### src/rtl/ps2_key_decoder.sv
// PS/2 scan-code decoder: pops bytes from the receiver FIFO, folds E0/F0
// prefixes into single key events, tracks the held key and keeps a two-digit
// BCD press counter.
module ps2_key_decoder #(
  parameter int REPEAT_FILTER = 1,
  parameter int ACK_WAIT      = 1
) (
  input  logic       clk,
  input  logic       clrn,
  input  logic [7:0] ps2_data,
  input  logic       ps2_ready,
  output logic       ps2_nextdata_n,
  output logic       key_valid,
  output logic [7:0] key_code,
  output logic       key_ext,
  output logic       key_release,
  output logic       key_repeat,
  output logic       key_down,
  output logic [7:0] held_code,
  output logic [3:0] press_cnt_lo,
  output logic [3:0] press_cnt_hi
);

  typedef enum logic [1:0] {S_IDLE, S_ACK, S_WAIT} state_t;

  localparam logic [1:0] WAIT_LAST = 2'(ACK_WAIT - 1);

  state_t     r_state, w_next;
  logic [1:0] r_wait_cnt;
  logic [7:0] r_byte;
  logic       r_ext_pend, r_brk_pend;
  logic       r_key_valid, r_key_ext, r_key_release, r_key_repeat;
  logic [7:0] r_key_code;
  logic       r_key_down, r_held_ext;
  logic [7:0] r_held_code;
  logic [3:0] r_cnt_lo, r_cnt_hi;

  logic w_in_ack, w_is_e0, w_is_f0, w_is_err, w_is_key;
  logic w_same, w_repeat, w_count;

  // Decode of the latched byte; only meaningful during the ACK cycle.
  assign w_in_ack = (r_state == S_ACK);
  assign w_is_e0  = (r_byte == 8'hE0);
  assign w_is_f0  = (r_byte == 8'hF0);
  assign w_is_err = (r_byte == 8'h00) || (r_byte == 8'hFF);
  assign w_is_key = w_in_ack && !w_is_e0 && !w_is_f0 && !w_is_err;
  assign w_same   = (r_held_code == r_byte) && (r_held_ext == r_ext_pend);
  assign w_repeat = !r_brk_pend && r_key_down && w_same && (REPEAT_FILTER != 0);
  assign w_count  = w_is_key && !r_brk_pend && !w_repeat;

  // Handshake state register.
  always_ff @(posedge clk or negedge clrn) begin
    if (!clrn) r_state <= S_IDLE;
    else       r_state <= w_next;
  end

  // Next state: one pop per byte, then ACK_WAIT cycles before ready is resampled.
  always_comb begin
    w_next = r_state;
    case (r_state)
      S_IDLE:  if (ps2_ready) w_next = S_ACK;
      S_ACK:   w_next = S_WAIT;
      S_WAIT:  if (r_wait_cnt == WAIT_LAST) w_next = S_IDLE;
      default: w_next = S_IDLE;
    endcase
  end

  // Counts cycles spent in WAIT; parked at zero elsewhere.
  always_ff @(posedge clk or negedge clrn) begin
    if (!clrn)                  r_wait_cnt <= '0;
    else if (r_state != S_WAIT) r_wait_cnt <= '0;
    else                        r_wait_cnt <= r_wait_cnt + 2'd1;
  end

  // Capture the FIFO head when leaving IDLE.
  always_ff @(posedge clk or negedge clrn) begin
    if (!clrn)                              r_byte <= '0;
    else if (r_state == S_IDLE && ps2_ready) r_byte <= ps2_data;
  end

  // Prefix flags: set by E0/F0, cleared by any key code or error byte.
  always_ff @(posedge clk or negedge clrn) begin
    if (!clrn) begin
      r_ext_pend <= 1'b0;
      r_brk_pend <= 1'b0;
    end else if (w_in_ack) begin
      if (w_is_e0)      r_ext_pend <= 1'b1;
      else if (w_is_f0) r_brk_pend <= 1'b1;
      else begin
        r_ext_pend <= 1'b0;
        r_brk_pend <= 1'b0;
      end
    end
  end

  // Event fields and held-key tracking, updated at the end of ACK.
  always_ff @(posedge clk or negedge clrn) begin
    if (!clrn) begin
      r_key_valid   <= 1'b0;
      r_key_code    <= '0;
      r_key_ext     <= 1'b0;
      r_key_release <= 1'b0;
      r_key_repeat  <= 1'b0;
      r_key_down    <= 1'b0;
      r_held_code   <= '0;
      r_held_ext    <= 1'b0;
    end else begin
      r_key_valid <= w_is_key;
      if (w_is_key) begin
        r_key_code    <= r_byte;
        r_key_ext     <= r_ext_pend;
        r_key_release <= r_brk_pend;
        r_key_repeat  <= w_repeat;
        if (!r_brk_pend) begin
          r_held_code <= r_byte;
          r_held_ext  <= r_ext_pend;
          r_key_down  <= 1'b1;
        end else if (w_same) begin
          // Break of the held key; held_code is kept for the display.
          r_key_down <= 1'b0;
        end
      end
    end
  end

  // Two-digit BCD press counter, wraps 99 -> 00.
  always_ff @(posedge clk or negedge clrn) begin
    if (!clrn) begin
      r_cnt_lo <= '0;
      r_cnt_hi <= '0;
    end else if (w_count) begin
      if (r_cnt_lo == 4'd9) begin
        r_cnt_lo <= '0;
        r_cnt_hi <= (r_cnt_hi == 4'd9) ? 4'd0 : r_cnt_hi + 4'd1;
      end else begin
        r_cnt_lo <= r_cnt_lo + 4'd1;
      end
    end
  end

  // Pop strobe decoded straight from the state register.
  assign ps2_nextdata_n = (r_state != S_ACK);
  assign key_valid      = r_key_valid;
  assign key_code       = r_key_code;
  assign key_ext        = r_key_ext;
  assign key_release    = r_key_release;
  assign key_repeat     = r_key_repeat;
  assign key_down       = r_key_down;
  assign held_code      = r_held_code;
  assign press_cnt_lo   = r_cnt_lo;
  assign press_cnt_hi   = r_cnt_hi;

endmodule
### config.mk
export PLATFORM = sky130hd
export DESIGN_NAME = ps2_key_decoder
export DESIGN_NICKNAME = d
export VERILOG_FILES = /design/src/rtl/ps2_key_decoder.sv
export SDC_FILE = /design/constraint.sdc
export NUM_CORES = 1
export LEC_CHECK = 0
export ABC_AREA = 1
export CAP_MARGIN = 5
export CORE_UTILIZATION = 51
export DETAILED_ROUTE_END_ITERATION = 10
export PLACE_DENSITY = 0.79
export REMOVE_ABC_BUFFERS = 1
export SLEW_MARGIN = 5
export SYNTH_ARGS = -nofsm -noshare
export SYNTH_HDL_FRONTEND = slang
export SYNTH_SLANG_ARGS = --single-unit
export TNS_END_PERCENT = 1
### constraint.sdc
create_clock -name clk -period 1.85 [get_ports clk]
set_clock_uncertainty 0.15 [all_clocks]
set_input_delay 0.37 -clock clk [delete_from_list [all_inputs] [get_ports clk]]
set_output_delay 0.37 -clock clk [all_outputs]
set_load 0.01 [all_outputs]
# After elaboration in Yosys (flattened, before gate mapping)

Index checks and enable logic that the tools add are counted.

Shift-type cells: 0
Bitwise operators: 2
$add $sub $neg: 3
Eq/ne operators: 15
$mul: 0
$lt $le $gt $ge: 0
Reduce and logical (&&, ||, !) cells: 24
Div/mod/pow operators: 0
Multiplexer cells: 11

Operator list:

| operator                                               | count |
|---|---|
| == test 8 bit (second input constant)                  | 3 |
| AND reduction 2 bit                                    | 6 |
| logical AND 1 bit                                      | 9 |
| adder 4 x 1 -> 4 bit (second input constant)           | 2 |
| == test 4 bit (second input constant)                  | 2 |
| == test 8 bit                                          | 1 |
| zero test 8 bit                                        | 1 |
| 2-to-1 mux 4 bit                                       | 2 |
| inequality test 2 bit (second input constant)          | 4 |
| 2-to-1 mux 2 bit                                       | 3 |
| one-hot mux 2 bit (3 select lines)                     | 1 |
| zero test 1 bit                                        | 5 |
| 2-to-1 mux 1 bit                                       | 5 |
| zero test 2 bit                                        | 2 |
| inequality test 2 x 1 -> 1 bit (second input constant) | 2 |
| adder 2 x 1 -> 2 bit (second input constant)           | 1 |
| == test 2 x 1 -> 1 bit (second input constant)         | 1 |
| == test 2 bit (second input constant)                  | 1 |
| NOT 1 bit                                              | 2 |
| == test 1 bit                                          | 1 |
| logical OR 1 bit                                       | 1 |

Register bits: 44
Memory bits (read-only): 0
Logic and storage cells: 70
Latch bits: 0
Bits of input ports: 11
Memory bits (writable): 0
Memories kept: 0
Output and inout bits: 30

# Longest topological paths before layout

Gate-level depths: netlist of run 1.

Depth after elaboration: 8
Mapped depth: 10
Mapped depth without buffers: 10

# Worst setup path after synthesis of run 1

No wires, ideal clock.

Path type: reg2reg
Start point: register r_state[1]
End point: register r_held_code[6], in the netlist held_code[6]
Path buffers: 1
Period minus slack after synthesis: 1.558 ns
Setup time: 0.119 ns
Cell stages (with the launch flop): 8
Data arrival time: 1.289 ns
Path slack: 0.292 ns
Required time: 1.581 ns
Cells stage by stage: dfrtp_1 nor2_1 nand3_4 nor3_4 inv_2 buf_6 nand2_1 o21ai_2

Word-level cells in the longest chain between the ends: 5

RTL lines:

| element                              | line | text |
|---|---|---|
| from (decl)                          | 28   | `state_t r_state, w_next;` |
| from (signal assigned)               | 54   | `else r_state <= w_next;` |
| == test 2 x 1 -> 1 bit               | 42   | `assign w_in_ack = (r_state == S_ACK);` |
| logical AND 1 bit (3 in series)      | 46   | `assign w_is_key = w_in_ack && !w_is_e0 && !w_is_f0 && !w_is_err;` |
| AND reduction 2 bit (no source line) | --   |  |
| to (signal assigned)                 | 115  | `r_held_code <= r_byte;` |
| to (decl)                            | 35   | `logic [7:0] r_held_code;` |

Every way passes these cells.
A chain may end at the register's enable or synchronous reset.

# Final worst setup path of run 1

Start point: register r_cnt_lo[0], in the netlist press_cnt_lo[0]
End point: output press_cnt_lo[0]

RTL lines:

| element                | line | text |
|---|---|---|
| from (decl)            | 36   | `logic [3:0] r_cnt_lo, r_cnt_hi;` |
| from (signal assigned) | 136  | `r_cnt_lo <= r_cnt_lo + 4'd1;` |
| to (decl)              | 20   | `output logic [3:0] press_cnt_lo,` |

No word-level cell between the ends.

==> results.md, run 1 <==
- Final wirelength: just under 4 mm
- Placed Instance Area: between 0.002 and 0.003 sq mm
- # diodes: 0
- Vias: about 1,600
- Max incr delay on CP: ~560 ps
- Top cells by area, synth: dfrtp_1, nand2_1, inv_1
- Min Tclk post-route: between 1500 and 2000 ps
- F_max: ~560 MHz
- CP top delay family: buffers and inverters
- P_leak: between 1 and 1.5 nW
- Crit start category: register
- Number of global-route vias before repair: 1,545
- Crit share post-route: roughly 97%
- Die W: 65.0 um
- Multi-input logic area: approximately 800 sq um
- CP max stage cell: clkdlybuf4s50_1
- Relative slew slack: approximately 64%
- Fraction of registers with async set/reset: 100%
- Ratio of cells with drive above 1 in the final layout: around 13%
- Maxcap violations: 0
- Area Overhead vs Synth: 30.2%
- Post-layout util: 70.4%
- Worst Hold Slack: -4.63 ps
- Die area: about 0.0042 sq mm
- DR DRC count: 0
- Post-synth EDFFs: 0
- Pwr/cell area: around 1600 mW/mm^2
- Synth top cells by count: nand2_1, dfrtp_1, inv_1, nor2_1, o21ai_0
- Hold Fails Final Rpt: 6
- Pin count of the biggest net entering global routing: 45
- CP Class: reg2out
- Final instance area: around 0.0026 sq mm
- Routed len/inst: 12.0 um
- Clk buf depth: 2
- Synthesized area: just over 0.002 sq mm
- Clock transition at the registers of the reported paths: 70 ps
- First-pass GRT wire length: slightly below 7 mm
- Post-placement cell count: approximately 320
- Skew-Pair Late Insertion Delay: 290 ps
- Final count of negative-setup-slack endpoints: 0
- Initial core utilization: 54.0%
- Synth top area share: a little over half
- # H-tree levels: 2
- Crit end category: output pin
- I/O Pins: between 40 and 50
- Gr usage total: between 20 and 25%
- Buffers on Ports: 40
- Worst Hold Class: in2async
- Status: finished, violations left
- Failing checks: negative hold slack
- DR iter-0 viols: between 90 and 100
- Final Non-Filler Cells: 330
- Power after layout: 0.00428 W
- Clock Sinks: between 40 and 50
- Peak VDD IR: approximately 0.90 mV
- Initial antenna violation count: 0
- Ys flop type: dfrtp_1
- Post-synth cell types: 29
- Synth Area per Inst: a little under 9 sq um
- Cell taking the most area after synthesis: dfrtp_1
- Filler cells: approximately 310
- Vias per inst: 4.94
- Nets: 293
- Yosys warning count: 0
- Number of synthesized register bits: 44
- Cells after Synth: roughly 230
- Drt pass-1 iters: 4
- Register area: 0.00110 sq mm
- Crit-path cells: clkdlybuf4s50_1
- Detailed Place HPWL: roughly 2.9 mm
- Root Driver: clkbuf_8
- Worst EP required: around 1300 ps
- Core ar.: roughly 0.0037 sq mm
- Final antenna-violating net count: 0
- Slew Limit Fails: 0
- Seq/Total Area, Yosys: between 50% and 60%
- Worst Tran Pin Value: between 500 and 600 ps
- Most numerous cell in the Yosys netlist: nand2_1
- Global route overflow: 0
- CTS buffer count: 5
- Die Span Y: about 65 um
- Row Count: 22
- CP Buf/Inv Count: 1
- DP Worst Slack: 74.6 ps
- TritonCTS clock tree: done
- Setup WS post-layout: around 64 ps
- Critical path arrival: roughly 1300 ps
- Crit Path Max Fanout: 5
- Gp weighted congestion: 0.843
## final timing paths
check / from / to / slack, ps / cells past startpoint
max in group asynchronous: clrn / r_byte[1]$_DFFE_PN0P_ / 1150 / 2
min in group clk: r_wait_cnt[0]$_DFF_PN0_ / r_wait_cnt[0]$_DFF_PN0_ / 280 / 1
min: clrn / key_code[3]$_DFFE_PN0N_ / -5 / 2
min reg2reg: r_wait_cnt[0]$_DFF_PN0_ / r_wait_cnt[0]$_DFF_PN0_ / 280 / 1
max reg2reg: r_state[1]$_DFFE_PN0P_ / press_cnt_hi[0]$_DFFE_PN0P_ / 130 / 8
max: press_cnt_lo[0]$_DFFE_PN0P_ / press_cnt_lo[0] / 60 / 1
## layout by cell type (no fill, tap or decap), drive strengths merged
cell | Yosys | final
nand3 | 7 | 7
dlymetal6s2s | 0 | 2
nor3 | 2 | 2
buf | 4 | 9
nand3b | 1 | 1
o21ai | 32 | 32
dfrtp | 44 | 44
clkbuf | 1 | 8
nand4 | 5 | 5
ha | 1 | 1
o21a | 1 | 1
a31oi | 1 | 1
clkdlybuf4s50 | 0 | 36
inv | 27 | 27
nand2 | 69 | 69
xor2 | 2 | 2
or2 | 1 | 1
o21bai | 1 | 1
nor2 | 20 | 20
xnor2 | 7 | 7
dlygate4sd2 | 0 | 1
a21oi | 5 | 5
## where the power goes
| group | internal (W) | total, W | switching [W] | leakage, nW |
|---|---|---|---|---|
| logic | 0.000952 | 0.00197 | 0.00102 | 0.621 |
| registers | 0.00135 | 0.00171 | 0.000361 | 0.557 |
| clock network | 0.000304 | 0.000597 | 0.000292 | 0.0455 |
## sequential cells by signal, indices dropped and copies added, names as in the netlist, 2 cells and up
signal / count
held_code: 8
key_code: 8
press_cnt_hi: 4
press_cnt_lo: 4
r_byte: 8
r_state: 2
r_wait_cnt: 2
## final cells by class
cell class                      instances  area share, %
Multi-Input combinational cell        155           30.4
Clock buffer                            8           3.42
Sequential cell                        44           41.9
Inverter                               27           3.85
Timing Repair Buffer                   48           18.2
Tap cell                               48           2.28
## cells by family after synthesis
| group | count (synthesis) | share of synthesized area (%) |
|---|---|---|
| AND/OR/NAND/NOR | 105 | 23.0 |
| flip-flops | 44 | 54.4 |
| XOR/XNOR | 9 | 3.90 |
| AO/OA/AOI/OAI | 40 | 11.1 |
| buffers and inverters | 32 | 6.93 |
| adder cells (fa/ha/maj) | 1 | 0.618 |
## timing repair
item / CTS / global route
resized for setup: 1 / 11
pin swaps: 0 / 1
endpoints found under the setup margin: 1 / 26
hold buffers: 0 / 0
setup buffers: 0 / 1
## per-layer routing
metal	track usage [%]	vias up	routed length, um
met4	8.06	0	27
met1	28.1	763	1860
met3	4.93	2	123
met5	0	-	0
met2	35.4	36	1930
li1	-	830	-
## stage by stage
stage | hold slack [ps] | TNS [ps]
floorplan | -75.6 | 0
global placement | 263 | 0
detailed placement | 266 | 0
CTS | 5.57 | 0
global route | 41.5 | -108
finish | -4.63 | 0
(Power assumes the default switching activity.)
==> run 2: changes to the inputs <==
REMOVE_ABC_BUFFERS = not set   (was 1)
==> results.md, run 2 (same netlist as run 1, synthesis figures left out) <==
- Final antenna-violating net count: 0 (unchanged)
- Die Span Y: 65.0 um (unchanged)
- Die W: 65.0 um (unchanged)
- Initial antenna violation count: 0 (unchanged)
- Clock transition at the registers of the reported paths: 80 ps (was 70 ps)
- DR DRC count: 0 (unchanged)
- P_leak: 1.21 nW (was 1.22 nW)
- Number of global-route vias before repair: 1,523 (was 1,545)
- Hold_sp: r_wait_cnt[0]$_DFF_PN0_
- Pwr/cell area: 1610 mW/mm^2 (was 1630 mW/mm^2)
- R2r endpoint: held_code[4]$_DFFE_PN0N_ (was press_cnt_hi[0]$_DFFE_PN0P_)
- Area Overhead vs Synth: 30.4% (was 30.2%)
- Critical path arrival: 1280 ps (was 1270 ps)
- Final Non-Filler Cells: 333 (was 330)
- Worst Hold Slack: 283 ps (was -4.63 ps)
- Vias per inst: 5.01 (was 4.94)
- Crit end category: output pin (unchanged)
- Vias: 1,667 (was 1,631)
- Die area: 0.00422 sq mm (unchanged)
- Buffers on Ports: 40 (unchanged)
- Hold Fails Final Rpt: 0 (was 6)
- Gr usage total: 21.3% (was 21.7%)
- Relative slew slack: 80.5% (was 64.1%)
- Drt pass-1 iters: 4 (unchanged)
- Worst EP required: 1330 ps (about the same)
- Crit share post-route: 97.5% (was 96.5%)
- Ratio of cells with drive above 1 in the final layout: 14.0% (was 13.5%)
- DP Worst Slack: 110 ps (was 74.6 ps)
- Worst Tran Pin Value: 292 ps (was 538 ps)
- Core ar.: 0.00374 sq mm (unchanged)
- Int Power: 0.00256 W (was 0.00261 W)
- Row Count: 22 (unchanged)
- Clock Sinks: 44 (unchanged)
- Reg-to-reg slack, setup: 110 ps (was 130 ps)
- Multi-input logic area: 787 sq um (was 800 sq um)
- Root Driver: clkbuf_8 (unchanged)
- Final count of negative-setup-slack endpoints: 0 (unchanged)
- Commonest non-fill, non-tap cells in the layout: nand2_1, dfrtp_1, clkdlybuf4s50_1 (unchanged)
- Worst Hold Class: reg2reg (was in2async)
- Hold-critical path endpoint: r_wait_cnt[0]$_DFF_PN0_
- CP top delay family: buffers and inverters (unchanged)
- Pin count of the biggest net entering global routing: 45 (unchanged)
- Setup TNS: 0 ps (unchanged)
- Global route overflow: 0 (unchanged)
- Detailed Place HPWL: 2.93 mm (was 2.89 mm)
- CP Class: reg2out (unchanged)
- Crit-path cells: clkdlybuf4s50_1 (unchanged)
- Post-placement cell count: 324 (was 321)
- Min Tclk post-route: 1800 ps (was 1790 ps)
- Max incr delay on CP: 570 ps (was 560 ps)
- Maxcap violations: 0 (unchanged)
- Post-CTS Repair Setup Buffers: 0 (unchanged)
- Power after layout: 0.00425 W (was 0.00428 W)
- Initial core utilization: 54.0% (unchanged)
- Gp weighted congestion: 0.822 (was 0.843)
- TritonCTS clock tree: done (unchanged)
- I/O Pins: 41 (unchanged)
- Net Count, Synth: approximately 240
- Register area: 0.00110 sq mm (unchanged)
- Commonest non-fill, non-tap cell in the layout: nand2_1 (unchanged)
- Status: completed (was finished, violations left)
- Hold depth: 1
- # diodes: 0 (unchanged)
- Psw: 0.00169 W (was 0.00167 W)
- # H-tree levels: 2 (unchanged)
- RSZ-0062 raised after global routing: false
- CP max stage cell: clkdlybuf4s50_1 (unchanged)
- Worst R2R Path Depth: 8 (unchanged)
- Final wirelength: 3.92 mm (was 3.95 mm)
- CP Buf/Inv Count: 1 (unchanged)
- Crit start category: register (unchanged)
- Peak VDD IR: 0.817 mV (was 0.897 mV)
- Clk buf depth: 2 (unchanged)
- Clock Power Share: 14.2% (was 13.9%)
- Launch point of the worst reg-to-reg path: r_byte[7]$_DFFE_PN0P_ (was r_state[1]$_DFFE_PN0P_)
- Nets: 296 (was 293)
- Crit Path Max Fanout: 5 (unchanged)
- Skew-Pair Late Insertion Delay: 300 ps (was 290 ps)
- Routed len/inst: 11.8 um (was 12.0 um)
- Setup WS post-layout: 46.7 ps (was 63.9 ps)
- Filler cells: 315 (was 313)
- CTS buffer count: 5 (unchanged)
- Sw Share: 39.9% (was 39.1%)
- Slew Limit Fails: 0 (unchanged)
- First-pass GRT wire length: 6.72 mm (was 6.81 mm)
- Seq pwr share: 40.1% (was 40.0%)
- F_max: 555 MHz (was 560 MHz)
- Logic pwr share: 45.7% (was 46.0%)
- DR iter-0 viols: 153 (was 98)
[run 2: cell count changes in the layout (fill, tap and decap cells not counted), sizes merged]
| cell | change |
|---|---|
| clkdlybuf4s50 | +1 |
| dlymetal6s2s | -1 |
| buf | +2 |
| dlygate4sd3 | +1 |
| clkbuf | -3 |
| clkinvlp | +2 |
| clkinv | +1 |
[run 2: what timing repair did]
action                                  in CTS  in global routing
resized for setup                            1                  5
endpoints found under the hold margin       44                  0
hold buffers                                 1                  0
endpoints found under the setup margin       1                 12
pin swaps                                    0                  1
[run 2: how the worst max path moves through the flow]
stage | start | to | slack, ps | cells after the start
global route | press_cnt_hi[0]$_DFFE_PN0P_ | press_cnt_hi[0] | 0.2 | 1
finish | press_cnt_hi[3]$_DFFE_PN0P_ | press_cnt_hi[3] | 50 | 1
floorplan | r_state[1]$_DFFE_PN0P_ | held_code[6]$_DFFE_PN0N_ | 290 | 7
global placement | r_byte[1]$_DFFE_PN0P_ | held_code[1]$_DFFE_PN0N_ | 140 | 9
detailed placement | r_byte[1]$_DFFE_PN0P_ | held_code[4]$_DFFE_PN0N_ | 110 | 9
CTS | press_cnt_lo[2]$_DFFE_PN0P_ | press_cnt_lo[2] | 30 | 1
[run 2: layout make-up]
type / instances / area share, %
Multi-Input combinational cell: 155 / 29.8
Tap cell: 48 / 2.28
Clock buffer: 5 / 2.61
Inverter: 27 / 3.84
Clock inverter: 3 / 0.901
Sequential cell: 44 / 41.8
Timing Repair Buffer: 51 / 18.7
[run 2: per-stage QoR]
| stage | utilization [%] | instance area, sq um |
|---|---|---|
| floorplan | - | 2020 |
| global placement | 67.5 | 2530 |
| detailed placement | 67.5 | 2530 |
| CTS | 70.2 | 2630 |
| global route | 70.5 | 2640 |
| finish | 70.5 | 2640 |
[run 2: power by group through the flow]
stage / Sequential, W / Combinational, W / Clock, W
floorplan: 0.00177 / 0.00105 / 0
global placement: 0.00171 / 0.00190 / 0
detailed placement: 0.00172 / 0.00195 / 0
CTS: 0.00170 / 0.00195 / 0.000619
global route: 0.00176 / 0.00218 / 0.000667
finish: 0.00170 / 0.00194 / 0.000604
[run 2: per-layer routing]
metal	GRT usage (%)	up-vias	share of wire, %
met3	5.99	8	3.7
met2	33.2	43	46
li1	-	845	-
met4	7.22	0	1.8
met5	0	-	0
met1	28.4	771	48
==> run 3: changes to the inputs <==
CORE_UTILIZATION = 54   (was 51)
PLACE_DENSITY = 0.83   (was 0.79)
SKIP_CTS_REPAIR_TIMING = 1   (was not set)
clock period = 2.21 ns   (was 1.85 ns; I/O delays follow)
==> results.md, run 3 (same netlist as run 1, synthesis figures left out) <==
- Status: completed (unchanged)
- Gr usage total: 22.7% (was 21.3%)
- Psw: 0.00139 W (was 0.00169 W)
- Hold Fails Final Rpt: 0 (unchanged)
- Drt pass-1 iters: 4 (unchanged)
- CP Buf/Inv Count: 4 (was 1)
- Seq pwr share: 39.2% (was 40.1%)
- Clock Sinks: 44 (unchanged)
- Logic pwr share: 42.9% (was 45.7%)
- I/O Pins: 41 (unchanged)
- Commonest non-fill, non-tap cell in the layout: nand2_1 (unchanged)
- Vias: 1,615 (was 1,667)
- CP top delay family: buffers and inverters (unchanged)
- Initial core utilization: 58.3% (was 54.0%)
- Slew Limit Fails: 0 (unchanged)
- Root Driver: clkbuf_8 (unchanged)
- Worst Hold Class: reg2reg (unchanged)
- Worst R2R Path Depth: 8 (unchanged)
- First-pass GRT wire length: 6.87 mm (was 6.72 mm)
- Clock transition at the registers of the reported paths: 80 ps (about the same)
- Die W: 63.2 um (was 65.0 um)
- Max incr delay on CP: 530 ps (was 570 ps)
- Die area: 0.00400 sq mm (was 0.00422 sq mm)
- Maxcap violations: 0 (unchanged)
- Sw Share: 38.2% (was 39.9%)
- Pin count of the biggest net entering global routing: 24 (was 45)
- Die Span Y: 63.2 um (was 65.0 um)
- DR iter-0 viols: 122 (was 153)
- Hold_sp: r_wait_cnt[0]$_DFF_PN0_ (unchanged)
- Final instance area: 0.00261 sq mm (was 0.00264 sq mm)
- Most frequent CP cell: inv_1
- Ratio of cells with drive above 1 in the final layout: 10.8% (was 14.0%)
- Reg-to-reg slack, setup: 310 ps (was 110 ps)
- R2r endpoint: key_code[1]$_DFFE_PN0N_ (was held_code[4]$_DFFE_PN0N_)
- TritonCTS clock tree: done (unchanged)
- Detailed Place HPWL: 2.80 mm (was 2.93 mm)
- Buffers on Ports: 40 (unchanged)
- Final count of negative-setup-slack endpoints: 0 (unchanged)
- Final wirelength: 3.76 mm (was 3.92 mm)
- Min Tclk post-route: between 2000 and 2500 ps
- DR DRC count: 0 (unchanged)
- Launch point of the worst reg-to-reg path: r_byte[2]$_DFFE_PN0P_ (was r_byte[7]$_DFFE_PN0P_)
- Number of global-route vias before repair: 1,460 (was 1,523)
- Clk buf depth: 2 (unchanged)
- Skew-Pair Late Insertion Delay: 300 ps (about the same)
- Setup TNS: 0 ps (unchanged)
- Worst Tran Pin Value: 495 ps (was 292 ps)
- Gp weighted congestion: 0.869 (was 0.822)
- Hold depth: 1 (unchanged)
- Area Overhead vs Synth: 29.1% (was 30.4%)
- CP Class: reg2out (unchanged)
- Nets: 290 (was 296)
- RSZ-0062 raised after global routing: false (unchanged)
- Placed Instance Area: 0.00248 sq mm (was 0.00253 sq mm)
- Commonest non-fill, non-tap cells in the layout: nand2_1, dfrtp_1, clkdlybuf4s50_1 (unchanged)
- Crit end category: output pin (unchanged)
- # diodes: 0 (unchanged)
- Clock Power Share: 17.8% (was 14.2%)
- Crit share post-route: between 90% and 100%
- Net Count, Synth: 243 (unchanged)
- Crit Path Max Fanout: 4 (was 5)
- CTS buffer count: 5 (unchanged)
- Core ar.: 0.00347 sq mm (was 0.00374 sq mm)
- Vias per inst: 4.97 (was 5.01)
- F_max: 472 MHz
- Global route overflow: 0 (unchanged)
- Hold-critical path endpoint: r_wait_cnt[0]$_DFF_PN0_ (unchanged)
- P_leak: 1.19 nW (was 1.21 nW)
- Final antenna-violating net count: 0 (unchanged)
- Peak VDD IR: 0.809 mV (was 0.817 mV)
- Worst Hold Slack: 278 ps (was 283 ps)
- Initial antenna violation count: 0 (unchanged)
- # H-tree levels: 2 (unchanged)
- Routed len/inst: 11.6 um (was 11.8 um)
- Crit start category: register (unchanged)
- Pwr/cell area: 1390 mW/mm^2 (was 1610 mW/mm^2)
- CP max stage cell: clkdlybuf4s50_1 (unchanged)
- Crit-path cells: inv_1 > nor2_1 > buf_4 > inv_1 > clkdlybuf4s50_1 (was clkdlybuf4s50_1)
- Row Count: 21 (was 22)
- Relative slew slack: 67.0% (was 80.5%)
- Critical path arrival: 1530 ps (was 1280 ps)
- Worst EP required: 1620 ps (was 1330 ps)
- Int Power: 0.00224 W (was 0.00256 W)
==> run 3: changes by cell type in the layout (fill, tap and decap cells not counted) <==
cell,previous run,this run
buf_4,9,3
clkdlybuf4s50_1,37,39
clkinvlp_4,2,0
dfrtp_1,42,44
dfrtp_2,2,0
bufinv_16,0,1
clkbuf_8,5,6
dlygate4sd2_1,1,0
dlymetal6s2s_1,1,0
nand2_1,66,67
nand2_2,3,2
nor2_1,18,19
nor2_2,2,1
==> run 3: worst max path at each step <==
stage	endpoint	cells after the start	start	slack (ps)
global placement	key_code[2]$_DFFE_PN0N_	8	r_byte[2]$_DFFE_PN0P_	370
finish	ps2_nextdata_n	5	r_state[0]$_DFFE_PN0P_	90
detailed placement	key_code[1]$_DFFE_PN0N_	8	r_byte[2]$_DFFE_PN0P_	320
global route	ps2_nextdata_n	5	r_state[0]$_DFFE_PN0P_	30
floorplan	held_code[6]$_DFFE_PN0N_	7	r_state[1]$_DFFE_PN0P_	650
CTS	ps2_nextdata_n	5	r_state[0]$_DFFE_PN0P_	80
==> run 3: layout make-up <==
| cell class | count | area (sq um) |
|---|---|---|
| Tap cell | 46 | 57.6 |
| Timing Repair Buffer | 45 | 448 |
| Fill cell | 283 | 857 |
| Clock buffer | 6 | 82.6 |
| Inverter | 27 | 101 |
| Sequential cell | 44 | 1100 |
| Multi-Input combinational cell | 155 | 782 |
| Clock inverter | 2 | 38.8 |
==> run 3: power by group through the flow <==
stage               clock [W]  sequential (W)  combinational [W]
floorplan                   0         0.00148           0.000879
global placement            0         0.00143            0.00154
detailed placement          0         0.00144            0.00157
CTS                  0.000655         0.00142            0.00158
global route         0.000696         0.00148            0.00177
finish               0.000647         0.00143            0.00156
==> run 3: metrics by stage <==
step                std cells  setup slack [ps]  total power [W]  utilization (%)
finish                    325              91.3          0.00363             75.3
global route              325              27.5          0.00394             75.3
CTS                       324              75.4          0.00366             75.0
detailed placement        316               320          0.00300             71.5
global placement          316               373          0.00296             71.5
floorplan                 231               652          0.00236                -
==> run 3: metal layers <==
metal / up-vias / GRT usage [%] / wire [um]
li1: 826 / - / -
met1: 736 / 33.0 / 1860
met2: 49 / 32.0 / 1630
met3: 4 / 6.88 / 219
met4: 0 / 7.95 / 46
met5: - / 0 / 0
==> run 3: worst register-to-register path, delay by kind of cell (launching register included) <==
family,cells,cell delay (ps)
buffers and inverters,2,500
and+or+nand+nor,5,540
DFF,1,420
AOI/OAI and AO/OA,1,140
